$ cat config.mk
export PLATFORM = sky130hd
export DESIGN_NAME = alu_arbiter
export DESIGN_NICKNAME = d
export VERILOG_FILES = /design/src/rtl/alu_pkg.sv /design/src/rtl/alu_arbiter_alu.sv /design/src/rtl/alu_arbiter.sv
export SDC_FILE = /design/constraint.sdc
export NUM_CORES = 1
export LEC_CHECK = 0
export ABC_AREA = 1
export ABC_CLOCK_PERIOD_IN_PS = 2800
export CAP_MARGIN = 20
export CORE_MARGIN = 2
export CORE_UTILIZATION = 42
export DETAILED_ROUTE_END_ITERATION = 16
export PLACE_DENSITY = 0.73
export SYNTH_ARGS = -nofsm -noshare
export SYNTH_HDL_FRONTEND = slang
export SYNTH_SLANG_ARGS = --single-unit
$ cat constraint.sdc
create_clock -name CLK -period 2.8 [get_ports CLK]
set_input_delay 0.42 -clock CLK [delete_from_list [all_inputs] [get_ports CLK]]
set_output_delay 0.42 -clock CLK [all_outputs]
set_load 0.01 [all_outputs]
$ cat src/rtl/alu_pkg.sv
// alu_pkg: shared definitions for the ALU arbiter slice.
//   - datapath and opcode widths
//   - ALUControl opcode constants
//   - ALUFlags bit indices ({eq, lt, ltu})
//   - arbiter FSM state enum
//   - helpers: opcode legality check and operand compare flags
package alu_pkg;

  localparam int DATA_W = 32;
  localparam int CTL_W  = 4;
  localparam int FLAG_W = 3;

  localparam logic [CTL_W-1:0] OP_ADD = 4'b0000;
  localparam logic [CTL_W-1:0] OP_SUB = 4'b0001;
  localparam logic [CTL_W-1:0] OP_AND = 4'b1110;
  localparam logic [CTL_W-1:0] OP_OR  = 4'b1100;
  localparam logic [CTL_W-1:0] OP_SLL = 4'b0010;
  localparam logic [CTL_W-1:0] OP_SRL = 4'b1010;
  localparam logic [CTL_W-1:0] OP_SRA = 4'b1011;

  localparam int FLAG_EQ  = 2;
  localparam int FLAG_LT  = 1;
  localparam int FLAG_LTU = 0;

  typedef enum logic [1:0] {
    IDLE = 2'd0,
    EXEC = 2'd1,
    RESP = 2'd2
  } arb_state_e;

  function automatic logic op_legal(input logic [CTL_W-1:0] ctl);
    logic ok;
    ok = 1'b0;
    case (ctl)
      OP_ADD, OP_SUB, OP_AND, OP_OR, OP_SLL, OP_SRL, OP_SRA: ok = 1'b1;
      default: ok = 1'b0;
    endcase
    return ok;
  endfunction

  // Flags compare the operands, not the result, so they are meaningful
  // for every opcode.
  function automatic logic [FLAG_W-1:0] cmp_flags(input logic [DATA_W-1:0] a,
                                                  input logic [DATA_W-1:0] b);
    logic [FLAG_W-1:0] f;
    f           = '0;
    f[FLAG_EQ]  = (a == b);
    f[FLAG_LT]  = ($signed(a) < $signed(b));
    f[FLAG_LTU] = (a < b);
    return f;
  endfunction

endpackage

$ cat src/rtl/alu_arbiter_alu.sv
// alu_arbiter_alu: combinational 32-bit ALU used as the shared datapath.
// Ports:
//   a, b         operands
//   alu_control  opcode (see alu_pkg OP_*)
//   result       operation result; unknown opcodes give 0
// Shift amount is b[4:0]; upper bits of b are ignored for shifts.
module alu_arbiter_alu
  import alu_pkg::*;
(
  input  logic [DATA_W-1:0] a,
  input  logic [DATA_W-1:0] b,
  input  logic [CTL_W-1:0]  alu_control,
  output logic [DATA_W-1:0] result
);

  logic [4:0] shamt;

  assign shamt = b[4:0];

  always_comb begin
    result = '0;
    case (alu_control)
      OP_ADD:  result = a + b;
      OP_SUB:  result = a - b;
      OP_AND:  result = a & b;
      OP_OR:   result = a | b;
      OP_SLL:  result = a << shamt;
      OP_SRL:  result = a >> shamt;
      OP_SRA:  result = $unsigned($signed(a) >>> shamt);
      default: result = '0;
    endcase
  end

endmodule

$ cat src/rtl/alu_arbiter.sv
// alu_arbiter: two-requester arbiter in front of one shared ALU.
// One operation is outstanding at a time: accept (IDLE) -> execute (EXEC)
// -> hold response until consumed (RESP).
//
// Parameters:
//   PRIO_INIT   requester that wins the first simultaneous request after reset
// Build options:
//   ALU_ARB_FIXED_PRIO_EN  defined: requester 0 always wins simultaneous
//                          requests (PRIO_INIT ignored); undefined: round-robin
// Ports:
//   CLK, RESETn                    clock, async active-low reset
//   reqN_valid / reqN_ready        request handshake of requester N
//   Src_AN, Src_BN, ALUControlN    operands and opcode of requester N
//   rspN_valid / rspN_ready        response handshake of requester N
//   ALUResult, ALUFlags, rsp_err   shared response bus ({eq, lt, ltu} flags)
//
// state | meaning
// IDLE  | waiting for a request; ready asserted to the granted requester
// EXEC  | registered operands drive the ALU; result captured at end of cycle
// RESP  | rsp_valid of the granted requester held until its rsp_ready
module alu_arbiter
  import alu_pkg::*;
#(
  parameter logic PRIO_INIT = 1'b0
) (
  input  logic              CLK,
  input  logic              RESETn,
  input  logic              req0_valid,
  input  logic              req1_valid,
  output logic              req0_ready,
  output logic              req1_ready,
  input  logic [DATA_W-1:0] Src_A0,
  input  logic [DATA_W-1:0] Src_A1,
  input  logic [DATA_W-1:0] Src_B0,
  input  logic [DATA_W-1:0] Src_B1,
  input  logic [CTL_W-1:0]  ALUControl0,
  input  logic [CTL_W-1:0]  ALUControl1,
  output logic              rsp0_valid,
  output logic              rsp1_valid,
  input  logic              rsp0_ready,
  input  logic              rsp1_ready,
  output logic [DATA_W-1:0] ALUResult,
  output logic [FLAG_W-1:0] ALUFlags,
  output logic              rsp_err
);

  arb_state_e        state, state_nxt;
  logic              grant;
  logic              accept;
  logic              rsp_done;
  logic              grant_id;
  logic              last_grant;
  logic [DATA_W-1:0] op_a, op_b;
  logic [CTL_W-1:0]  op_ctl;
  logic [DATA_W-1:0] alu_y;

  // Grant selection; only meaningful while in IDLE.
  always_comb begin
    grant = 1'b0;
    if (req0_valid && req1_valid) begin
`ifdef ALU_ARB_FIXED_PRIO_EN
      grant = 1'b0;
`else
      grant = ~last_grant;
`endif
    end else if (req1_valid) begin
      grant = 1'b1;
    end
  end

  assign accept   = req0_ready | req1_ready;
  assign rsp_done = (state == RESP) && (grant_id ? rsp1_ready : rsp0_ready);

  // FSM: state register
  always_ff @(posedge CLK or negedge RESETn) begin
    if (!RESETn) state <= IDLE;
    else         state <= state_nxt;
  end

  // FSM: next state
  always_comb begin
    state_nxt = state;
    case (state)
      IDLE:    if (accept) state_nxt = EXEC;
      EXEC:    state_nxt = RESP;
      RESP:    if (rsp_done) state_nxt = IDLE;
      default: state_nxt = IDLE;
    endcase
  end

  // FSM: outputs. Returning to IDLE on the handshake cycle keeps the ready
  // outputs low in that cycle, so accepts are at least three cycles apart.
  always_comb begin
    req0_ready = 1'b0;
    req1_ready = 1'b0;
    rsp0_valid = 1'b0;
    rsp1_valid = 1'b0;
    case (state)
      IDLE: begin
        req0_ready = req0_valid && !grant;
        req1_ready = req1_valid &&  grant;
      end
      RESP: begin
        rsp0_valid = !grant_id;
        rsp1_valid =  grant_id;
      end
      default: ;
    endcase
  end

  // Capture the winning request.
  always_ff @(posedge CLK or negedge RESETn) begin
    if (!RESETn) begin
      op_a       <= '0;
      op_b       <= '0;
      op_ctl     <= OP_ADD;
      grant_id   <= 1'b0;
      last_grant <= ~PRIO_INIT;
    end else if (accept) begin
      op_a       <= grant ? Src_A1 : Src_A0;
      op_b       <= grant ? Src_B1 : Src_B0;
      op_ctl     <= grant ? ALUControl1 : ALUControl0;
      grant_id   <= grant;
      last_grant <= grant;
    end
  end

  alu_arbiter_alu u_alu (
    .a           (op_a),
    .b           (op_b),
    .alu_control (op_ctl),
    .result      (alu_y)
  );

  // Response registers load only at the end of EXEC, so they stay stable
  // for the whole RESP phase regardless of how long rsp_ready is held off.
  always_ff @(posedge CLK or negedge RESETn) begin
    if (!RESETn) begin
      ALUResult <= '0;
      ALUFlags  <= '0;
      rsp_err   <= 1'b0;
    end else if (state == EXEC) begin
      if (op_legal(op_ctl)) begin
        ALUResult <= alu_y;
        ALUFlags  <= cmp_flags(op_a, op_b);
        rsp_err   <= 1'b0;
      end else begin
        ALUResult <= '0;
        ALUFlags  <= '0;
        rsp_err   <= 1'b1;
      end
    end
  end

endmodule
==> metrics.md <==
| Metric | Value |
|---|---|
| Area of the die | 36490 um^2 |
| Layout cells sized above 1 | 0.08366 |
| Syn Inst Count | 2599 |
| Tightest Pin Transition | 0.7961 ns |
| Initial Util | 0.4263 |
| Clock skew | 0.02099 ns |
| Floorplan core area | 34460 um^2 |
| Synth Area per Inst | 5.652 um^2 |
| Number of flops mapped to enable cells by yosys | 0 |
| DIE HEIGHT | 191.0 um |
| Final Cycle Share | 0.9730 |
| Synthesized area | 14690 um^2 |
| CP Capture Type | register |
| CTS tree | built |
| Fin. max-slew vios | 0 |
| Input/output buffers | 181 |
| Post-DP HPWL | 59950 um |
| I/O Pins | 182 |
| CTS clk-pin slew, worst paths | 0.08 ns |
| Most common cell in the synthesized netlist | nand2_1 |
| Seq cells post-synth | 108 |
| Clk_lat worst skew | 0.40 ns |
| Hold Path Class | register to register |
| Worst r2r src | op_b[1]$_DFFE_PN0P_ |
| First-pass DRT Iterations | 8 |
| Synth area leader | nand2_1 |
| Tot GR Track Use | 0.4020 |
| First DRT Iteration DRCs | 2169 |
| Syn Nets | 2849 |
| IR drop worst, VDD | 0.9794 mV |
| Die Span X | 191.0 um |
| FFs w/ async S/R, synth | 1.000 |
| Cell variety after synth | 52 |
| Nets@finish | 3054 |
| Largest net degree at the start of global routing | 75 |
| Worst reg2reg path depth | 13 |
| Required @ worst endpoint | 3.08 ns |
| Synth top area share | 0.2389 |
| Hold Path Depth | 2 |
| Number of max-cap violations | 0 |
| Minimum clock period | 2.724 ns |
| Total Wirelength | 72960 um |
| Register area share after synthesis | 0.1841 |
| P per Cell Area | 1576 nW/um^2 |
| Outcome | complete, no violations |
| Post-CTS Setup Inserts | 0 |
| Synth cell count leaders | 935 x nand2_1, 383 x nand3_1, 291 x inv_1 |
| Core Rows | 68 |
| Crit start category | register |
| Total CTS buffers | 9 |
| DR vias/cell | 5.693 |
| Antenna Violating Nets Remaining | 0 |
| Hold Path Origin | last_grant$_DFFE_PN1P_ |
| Routed via count | 18580 |
| Root Buffer | clkbuf_16 |
| ANT cells | 0 |
| Pre-CTS WS | 0.1311 ns |
| Yosys warning total | 0 |
| Crit path kind | register to register |
| Critical path origin | op_b[1]$_DFFE_PN0P_ |
| Final WS setup | 0.07566 ns |
| Normalized max-slew margin | 0.4693 |
| Hold Fails Final Rpt | 0 |
| GRT overflow | 0 |
| Leak Pwr | 9.413 nW |
| Crit-path max FO | 44 |
| Maximum buffer depth of the clock tree | 2 |
| Gpl congestion | 1.049 |
| Area contributors post-synth | nand2_1 24%, dfrtp_1 18%, nand3_1 13%, ha_1 9.0%, inv_1 7.4% |
| First-pass GRT wire length | 107300 um |
| Post-route DRC | 0 |
| Main synth FF type | dfrtp_1 |
| Max Clk Rate | 367.1 MHz |
| Critical Path AT | 3.00 ns |
| Clock sinks | 108 |
| Hold slack | 0.4701 ns |
| Antenna violations before repair | 1 |
| Routed WL per cell | 22.35 um |
| H-Tree Depth | 3 |
| Vias in the first global route | 17790 |
| Synthesis-to-finish area growth | 21.52% |
| Final Setup Violations | 0 |
-- final cells by class --
type,instances,area [um^2]
multi-input cells,2063,10200
fillers,3662,16610
inverters,305,1150
repair buffers,317,2920
clock inverters,4,55.05
flip-flops and latches,108,2711
well taps,455,569.3
clock buffers,12,246.5
-- state kept, by name (all words and copies together), names as in the netlist --
name and cells:
ALUResult 32, op_a 32, ALUFlags 3, op_b 32
last_grant 1, grant_id 1, op_ctl 4, state 2
rsp_err 1
-- worst max-delay path: stages, from the launching register on --
cell and delay [ns]:
dfrtp_2 0.46, inv_2 0.10, buf_12 0.23, buf_4 0.29, nand3_1 0.13, nand3_1 0.13
nand3_1 0.16, nand3_1 0.17, nand3_1 0.07, o21ai_0 0.19, buf_4 0.19, nand3_1 0.24
nand2_1 0.14, nand2_1 0.05
-- path summary, 6_finish.rpt --
check / endpoint / slack (ns)
worst max-delay path: ALUResult[14]$_DFFE_PN0N_ / 0.08
worst min register to register: last_grant$_DFFE_PN1P_ / 0.47
worst min-delay path: last_grant$_DFFE_PN1P_ / 0.47
worst max register to register: ALUResult[14]$_DFFE_PN0N_ / 0.08
max in group asynchronous: op_a[0]$_DFFE_PN0P_ / 1.54
min in group asynchronous: op_a[27]$_DFFE_PN0P_ / 0.52
-- metrics by stage --
stage,area (um^2),total power [mW],TNS [ns],cells,util
finish,17850,28.12,0,3264,0.5180
global route,17850,30.28,-0.001326,3264,0.5180
CTS,17810,27.29,0,3264,0.5167
detailed placement,17490,25.70,0,3247,0.5077
global placement,17490,25.60,0,3247,0.5077
floorplan,14690,17.14,0,2599,-
-- layout by cell type, fill, tap and decap left out, types with 4 or more instances in the layout --
cell type and n:
a211oi_1 4, a21oi_1 82, a31oi_1 70, and2_1 7, buf_12 7, buf_4 129, clkbuf_16 9, clkdlybuf4s50_1 180
dfrtp_1 101, dfrtp_2 6, ha_1 102, ha_2 4, inv_1 288, inv_2 14, nand2_1 929, nand2_2 20
nand2_4 7, nand3_1 383, nand3_2 8, nand3b_1 4, nand4_1 36, nor2_1 231, nor2_2 9, nor3_1 17
o211ai_1 13, o21ai_0 51, o21ai_1 21, o21ai_2 4, o21bai_1 13, o22ai_1 21
-- power by group --
group / switching [mW] / total, mW / internal (mW)
sequential: 0.778 / 3.05 / 2.27
clock: 0.762 / 1.49 / 0.732
combinational: 16.1 / 23.6 / 7.47
-- layer usage --
layer  wire, um  track usage  vias to the layer above
met2      32200       0.6332                      963
met1      28950       0.5062                     8653
met4       5268       0.2564                        2
li1           -            -                     8775
met5         12            0                        -
met3       6531      0.07178                      189
-- what timing repair did --
action	in CTS	in global routing
setup endpoints to repair	0	10
gates resized for setup	0	19
hold endpoints to repair	28	0
hold buffers	1	0
-- kinds of logic after synthesis --
group / count (synthesis) / synth area share
simple gates: 1660 / 0.4792
buf+inv: 428 / 0.1250
compound gates: 292 / 0.1169
fa+ha+maj: 108 / 0.09302
flops: 108 / 0.1841
xor+xnor: 3 / 0.001789
Power figures use the tool's default switching activity.
